`src/rtl/progmem_loader_pkg.sv`:
```
`default_nettype none
// ============================================================================
// Module      : progmem_loader_pkg
// Description : Shared types and constants for the program-download responder
//               (FSM state encoding, response bytes, default frame marker).
// Revision    : 1.0 - initial release
// ============================================================================
package progmem_loader_pkg;

  typedef enum logic [3:0] {
    ST_IDLE    = 4'd0,
    ST_ADDR_HI = 4'd1,
    ST_ADDR_LO = 4'd2,
    ST_CNT_HI  = 4'd3,
    ST_CNT_LO  = 4'd4,
    ST_DATA_HI = 4'd5,
    ST_DATA_LO = 4'd6,
    ST_CHK     = 4'd7,
    ST_RESP    = 4'd8
  } state_e;

  localparam logic [7:0] c_ACK          = 8'h06;
  localparam logic [7:0] c_NAK          = 8'h15;
  localparam logic [7:0] c_SYNC_DEFAULT = 8'hA5;

  // True while a frame is being received (inter-byte timeout is armed).
  function automatic logic in_frame(input state_e s);
    return (s == ST_ADDR_HI) || (s == ST_ADDR_LO) || (s == ST_CNT_HI) ||
           (s == ST_CNT_LO)  || (s == ST_DATA_HI) || (s == ST_DATA_LO) ||
           (s == ST_CHK);
  endfunction

endpackage
`default_nettype wire

```
`src/rtl/loader_timeout.sv`:
```
`default_nettype none
// ============================================================================
// Module      : loader_timeout
// Description : Reloadable down-counter. Flags expiry after TIMEOUT_CYCLES
//               consecutive enabled cycles without a reload.
// Revision    : 1.0 - initial release
// ============================================================================
module loader_timeout #(
  parameter int TIMEOUT_CYCLES = 1_000_000
) (
  input  logic sysclk,
  input  logic sysreset,
  input  logic reload,
  input  logic enable,
  output logic expired
);

  // Counter holds TIMEOUT_CYCLES-1 after a reload; the cycle it reads zero
  // is the TIMEOUT_CYCLES-th quiet cycle.
  localparam int CW = (TIMEOUT_CYCLES > 1) ? $clog2(TIMEOUT_CYCLES) : 1;
  localparam logic [CW-1:0] c_RELOAD = CW'(TIMEOUT_CYCLES - 1);

  logic [CW-1:0] count_q;
  logic [CW-1:0] count_d;

  // Next count: reload wins, otherwise decrement while enabled and non-zero.
  always_comb begin
    count_d = count_q;
    if (reload) begin
      count_d = c_RELOAD;
    end else if (enable && (count_q != '0)) begin
      count_d = count_q - 1'b1;
    end
  end

  // Count register.
  always_ff @(posedge sysclk or posedge sysreset) begin
    if (sysreset) begin
      count_q <= '0;
    end else begin
      count_q <= count_d;
    end
  end

  assign expired = enable && !reload && (count_q == '0);

endmodule
`default_nettype wire

```
`src/rtl/progmem_loader.sv`:
```
`default_nettype none
// ============================================================================
// Module      : progmem_loader
// Description : Host program-download responder. Parses framed UART bytes,
//               streams 16-bit words into the code RAM write port, holds the
//               target during a download and answers each frame with ACK/NAK.
// Revision    : 1.0 - initial release
// ============================================================================
module progmem_loader
  import progmem_loader_pkg::*;
#(
  parameter int         ADDR_WIDTH     = 10,
  parameter logic [7:0] SYNC_BYTE      = c_SYNC_DEFAULT,
  parameter int         TIMEOUT_CYCLES = 1_000_000
) (
  input  logic                  sysclk,
  input  logic                  sysreset,
  input  logic [7:0]            rx_data,
  input  logic                  rx_valid,
  input  logic                  tx_busy,
  output logic [7:0]            tx_data,
  output logic                  tx_load,
  output logic [ADDR_WIDTH-1:0] ram_addr,
  output logic [15:0]           ram_data,
  output logic                  ram_wren,
  output logic                  tg_hold,
  output logic                  load_done,
  output logic                  load_error
);

  state_e                  state_q,      state_d;
  logic [7:0]              sum_q,        sum_d;
  logic [7:0]              hi_q,         hi_d;
  logic [ADDR_WIDTH-1:0]   addr_q,       addr_d;
  logic [15:0]             cnt_q,        cnt_d;
  logic [ADDR_WIDTH-1:0]   ram_addr_q,   ram_addr_d;
  logic [15:0]             ram_data_q,   ram_data_d;
  logic                    ram_wren_q,   ram_wren_d;
  logic                    tg_hold_q,    tg_hold_d;
  logic                    load_error_q, load_error_d;
  logic [7:0]              resp_q,       resp_d;

  logic                    w_expired;
  logic [7:0]              w_sum_next;
  logic [15:0]             w_word;
  logic [ADDR_WIDTH-1:0]   w_frame_addr;

  assign w_sum_next = sum_q + rx_data;
  assign w_word     = {hi_q, rx_data};

  // Frame address is 16 bits on the wire; keep only the RAM-sized low part.
  generate
    if (ADDR_WIDTH > 16) begin : g_addr_wide
      assign w_frame_addr = {{(ADDR_WIDTH-16){1'b0}}, hi_q, rx_data};
    end else if (ADDR_WIDTH > 8) begin : g_addr_mid
      assign w_frame_addr = {hi_q[ADDR_WIDTH-9:0], rx_data};
    end else begin : g_addr_narrow
      assign w_frame_addr = rx_data[ADDR_WIDTH-1:0];
    end
  endgenerate

  loader_timeout #(
    .TIMEOUT_CYCLES (TIMEOUT_CYCLES)
  ) u_timeout (
    .sysclk   (sysclk),
    .sysreset (sysreset),
    .reload   (rx_valid),
    .enable   (in_frame(state_q)),
    .expired  (w_expired)
  );

  // Frame parser: next state, checksum, address/count tracking and RAM write.
  always_comb begin
    state_d      = state_q;
    sum_d        = sum_q;
    hi_d         = hi_q;
    addr_d       = addr_q;
    cnt_d        = cnt_q;
    ram_addr_d   = ram_addr_q;
    ram_data_d   = ram_data_q;
    ram_wren_d   = 1'b0;
    tg_hold_d    = tg_hold_q;
    load_error_d = load_error_q;
    resp_d       = resp_q;

    case (state_q)
      ST_IDLE: begin
        if (rx_valid && (rx_data == SYNC_BYTE)) begin
          state_d   = ST_ADDR_HI;
          sum_d     = 8'h00;
          tg_hold_d = 1'b1;
        end
      end
      ST_ADDR_HI: begin
        if (rx_valid) begin
          hi_d    = rx_data;
          sum_d   = w_sum_next;
          state_d = ST_ADDR_LO;
        end
      end
      ST_ADDR_LO: begin
        if (rx_valid) begin
          addr_d  = w_frame_addr;
          sum_d   = w_sum_next;
          state_d = ST_CNT_HI;
        end
      end
      ST_CNT_HI: begin
        if (rx_valid) begin
          hi_d    = rx_data;
          sum_d   = w_sum_next;
          state_d = ST_CNT_LO;
        end
      end
      ST_CNT_LO: begin
        if (rx_valid) begin
          cnt_d   = w_word;
          sum_d   = w_sum_next;
          state_d = (w_word == 16'h0000) ? ST_CHK : ST_DATA_HI;
        end
      end
      ST_DATA_HI: begin
        if (rx_valid) begin
          hi_d    = rx_data;
          sum_d   = w_sum_next;
          state_d = ST_DATA_LO;
        end
      end
      ST_DATA_LO: begin
        if (rx_valid) begin
          ram_wren_d = 1'b1;
          ram_addr_d = addr_q;
          ram_data_d = w_word;
          addr_d     = addr_q + 1'b1;
          cnt_d      = cnt_q - 1'b1;
          sum_d      = w_sum_next;
          state_d    = (cnt_q == 16'h0001) ? ST_CHK : ST_DATA_HI;
        end
      end
      ST_CHK: begin
        if (rx_valid) begin
          sum_d   = w_sum_next;
          state_d = ST_RESP;
          if (w_sum_next == 8'h00) begin
            resp_d       = c_ACK;
            load_error_d = 1'b0;
            tg_hold_d    = 1'b0;
          end else begin
            resp_d       = c_NAK;
            load_error_d = 1'b1;
          end
        end
      end
      ST_RESP: begin
        if (!tx_busy) begin
          state_d = ST_IDLE;
        end
      end
      default: begin
        state_d = ST_IDLE;
      end
    endcase

    // A stalled host aborts the frame; expiry never coincides with rx_valid.
    if (w_expired) begin
      state_d      = ST_RESP;
      resp_d       = c_NAK;
      load_error_d = 1'b1;
    end
  end

  // State and datapath registers; reset aborts any frame silently.
  always_ff @(posedge sysclk or posedge sysreset) begin
    if (sysreset) begin
      state_q      <= ST_IDLE;
      sum_q        <= 8'h00;
      hi_q         <= 8'h00;
      addr_q       <= '0;
      cnt_q        <= 16'h0000;
      ram_addr_q   <= '0;
      ram_data_q   <= 16'h0000;
      ram_wren_q   <= 1'b0;
      tg_hold_q    <= 1'b0;
      load_error_q <= 1'b0;
      resp_q       <= 8'h00;
    end else begin
      state_q      <= state_d;
      sum_q        <= sum_d;
      hi_q         <= hi_d;
      addr_q       <= addr_d;
      cnt_q        <= cnt_d;
      ram_addr_q   <= ram_addr_d;
      ram_data_q   <= ram_data_d;
      ram_wren_q   <= ram_wren_d;
      tg_hold_q    <= tg_hold_d;
      load_error_q <= load_error_d;
      resp_q       <= resp_d;
    end
  end

  // Response strobe is combinational so it fires the first idle-transmitter
  // cycle spent in RESP; tx_data is held in resp_q throughout.
  assign tx_load    = (state_q == ST_RESP) && !tx_busy;
  assign load_done  = tx_load && (resp_q == c_ACK);
  assign tx_data    = resp_q;
  assign ram_addr   = ram_addr_q;
  assign ram_data   = ram_data_q;
  assign ram_wren   = ram_wren_q;
  assign tg_hold    = tg_hold_q;
  assign load_error = load_error_q;

endmodule
`default_nettype wire
```
`config.mk`:
```
export PLATFORM = sky130hd
export DESIGN_NAME = progmem_loader
export DESIGN_NICKNAME = d
export VERILOG_FILES = /design/src/rtl/progmem_loader_pkg.sv /design/src/rtl/loader_timeout.sv /design/src/rtl/progmem_loader.sv
export SDC_FILE = /design/constraint.sdc
export NUM_CORES = 1
export LEC_CHECK = 0
export BUFFER_PORTS_ARGS = -buffer_cell sky130_fd_sc_hd__buf_2
export CORE_MARGIN = 1
export CORE_UTILIZATION = 60
export DETAILED_ROUTE_END_ITERATION = 10
export GPL_TIMING_DRIVEN = 0
export PLACE_DENSITY = 0.87
export RECOVER_POWER = 25
export SLEW_MARGIN = 20
export SYNTH_ARGS = -nofsm -noshare
export SYNTH_HDL_FRONTEND = slang
export SYNTH_SLANG_ARGS = --single-unit
```
`constraint.sdc`:
```
create_clock -name sysclk -period 6.85 [get_ports sysclk]
set_input_delay 0.685 -clock sysclk [delete_from_list [all_inputs] [get_ports sysclk]]
set_output_delay 0.685 -clock sysclk [all_outputs]
set_load 0.01 [all_outputs]
```
==> metrics <==
vias per std cell=6.399; placed cell count=679; proportion of layout cells with a drive suffix above 1=16.44%; Die Wd=95.25 um; combinational power share=38.9%; Critical Path RT=6.16 ns; Synth Area in Compound Gates=16.07%; CTS tree=done; post-synthesis sequential area ratio=47.00%; vias in the first global route=4,120; cell area after synthesis=0.005218 sq mm; largest family of logic cells by synthesized area=simple AND/OR/NAND/NOR gates; IO Port Bufs=46; DR pass1 iterations=5; post-synthesis adder-cell area fraction=3.261%; H-tree Lvls=3; Design Power=2.222 mW; register share of total power=44.3%; Synth Area in Simple Gates=19.21%; via count=4,447; post-place setup slack=3.714 ns; first-pass GRT wire length=20.03 mm; setup violators final=0; post-route ant nets=0; most frequent cells in the layout=98 x dfrtp_1, 51 x nor2_1, 47 x buf_2, 38 x nand2_1, 30 x a21oi_1; Initial Util=62.87%; Mapped Cells=524; clk slew on worst S/H paths=0.11 ns; switching share of power=40.69%; Synth Area in XOR/XNOR=3.357%; DP Wirelength=8.626 mm; Clock Skew=0.01422 ns; Finished Layout Cells=695; clock power share=16.9%; Final Critical Period=2.908 ns; Hold WC Path Type=flop to flop; largest net degree at the start of global routing=71; Post-synth EDFFs=0; Leak=2.503 nW; ant diodes=0; status=completed; Synth area leaders=dfrtp_1 47%, mux2_1 3.9%, nor2_1 3.7%; Core ar.=0.008299 sq mm; die height=95.25 um; Nets=610; P per Cell Area=382.0 mW/mm^2; Worst-Skew Late Latency=0.38 ns; Detailed Route Iter0 Violations=323; peak supply drop=209.0 uV; worst slew pin tran=1.346 ns; area leader, netlist=dfrtp_1; wire per inst=17.88 um; final worst-path cycle share=42.45%; Final Util=70.10%; CP Class=flop to output port; # clock sinks=98; DRT Wirelength=12.43 mm; synth unique cells=66; io pins=51; P_int=1.318 mW; die area=0.009073 sq mm; gp weighted congestion=0.8946; Async S/R FF share, synth=100.0%; Post-CTS Resized=0; RSZ-0062 raised after global routing=false; max-slew violations=0; Synth top area share=47.00%; Area growth syn-to-layout=11.51%; mean post-synth cell area=9.957 sq um; Fin. Hold Viols=0; maximum clock path buffer count=2; Post-CTS Hold Fix Bufs=0; Yosys warning total=0; CP max FO=10; Yosys reg bits=98; cts bufs inserted=9; row count=33; post-synthesis mux area share=7.338%; GRT Util Overall=29.15%; commonest non-fill, non-tap cell in the layout=dfrtp_1; post-CTS setup buffers=0; initial antenna violation count=0; DRC viols=0; max frequency=343.9 MHz; setup ws final=3.942 ns; GRT Residual Overflow=0; CP arrival=2.22 ns; main flop type after synthesis=dfrtp_1; Fin Setup TNS=0 ns; CP endpoint kind=output port; NetSw=904.3 uW; Clk Tree Root Cell=clkbuf_8; number of max-cap violations=0; slew margin rel.=9.772%; CP Launch Type=flop
## worst max-delay path, stage by stage, from the launching register on
cell and delay [ns]:
dfrtp_1 0.38, clkbuf_1 0.19, nor3_1 0.72, nand2_1 0.12, nor2_1 0.13, and4_1 0.19, buf_2 0.12
## cell usage after synthesis, types with 2 or more instances
master and instances:
nor3b_1 6, xor2_1 16, o21ai_1 8, inv_1 15
nor2b_1 5, a211oi_1 5, and3b_1 2, nor3_1 12
o32ai_1 3, a21o_1 3, a31oi_1 6, o2bb2ai_1 6
nor4_2 2, o2111ai_1 3, and4_1 2, mux2_1 18
a21oi_1 30, nand4_1 10, nor4_1 9, nand3_1 10
nor4b_1 3, o22a_1 3, a22o_1 4, nand3b_1 3
o21ai_0 22, buf_4 5, and3_1 3, clkbuf_1 21
a22oi_1 5, dfrtp_1 98, xnor2_1 4, or4_1 6
nor2_1 51, or3_1 4, mux2_2 16, ha_1 12
o22ai_1 6, nand2_1 38, nand2b_1 14, o211ai_1 9
## through the flow
stage / hold slack (ns) / area (sq um)
4_1_cts: 0.2670 / 5817
2_1_floorplan: 0.4565 / 5229
5_1_grt: 0.5204 / 5818
6_report: 0.4999 / 5818
3_3_place_gp: 0.4696 / 5590
3_5_place_dp: 0.4762 / 5623
## final cells by class
class / count / area, sq um
sequential: 98 / 2452
timing repair buffer: 47 / 257.7
fill: 603 / 2481
inverter: 15 / 57.56
buffer: 29 / 136.4
clock buffer: 10 / 137.6
clock inverter: 6 / 56.30
multi-input combinational: 385 / 2589
tap: 105 / 131.4
## layer usage
| layer | part of all wire, % | vias up | wire [um] | GRT usage, % |
|---|---|---|---|---|
| met3 | 7.6 | 43 | 950 | 5.502 |
| met4 | 3.4 | 0 | 424 | 13.89 |
| met1 | 43 | 2143 | 5313 | 41.20 |
| met2 | 46 | 211 | 5737 | 43.21 |
| li1 | - | 2050 | - | - |
| met5 | 0 | - | 0 | 0 |
## sequential cells by signal (all words and copies together) (netlist names)
| signal | cells |
|---|---|
| tg_hold | 1 |
| ram_wren | 1 |
| sum_q | 8 |
| hi_q | 8 |
| addr_q | 10 |
| state_q | 4 |
| tx_data | 3 |
| ram_addr | 10 |
| cnt_q | 16 |
| load_error | 1 |
| u_timeout.count_q | 20 |
| ram_data | 16 |
## power groups by stage
stage | clock network (mW) | registers (mW) | logic [mW]
after floorplan | 0 | 0.971 | 0.581
after global placement | 0 | 0.971 | 0.810
after detailed placement | 0 | 0.985 | 0.850
after CTS | 0.377 | 0.977 | 0.858
after global routing | 0.402 | 1.01 | 0.955
final | 0.375 | 0.984 | 0.864
## worst paths after layout
| path | startpoint | endpoint | slack (ns) | cells after the start |
|---|---|---|---|---|
| max in group asynchronous | sysreset | state_q[1] | 5.38 | 3 |
| setup / recovery | state_q[2] | load_done | 3.94 | 6 |
| hold reg to reg | ram_data[2] | ram_data[2] | 0.50 | 1 |
| setup reg to reg | sum_q[0] | tg_hold | 4.22 | 7 |
| hold / removal | ram_data[2] | ram_data[2] | 0.50 | 1 |
| min in group asynchronous | sysreset | cnt_q[11] | 0.59 | 2 |
## cell families after synthesis
family          after synthesis
flops                        98
other cells                   1
fa+ha+maj                    13
buf+inv                      44
simple gates                187
xor+xnor                     20
compound gates              127
mux                          34
(Power assumes the default switching activity.)
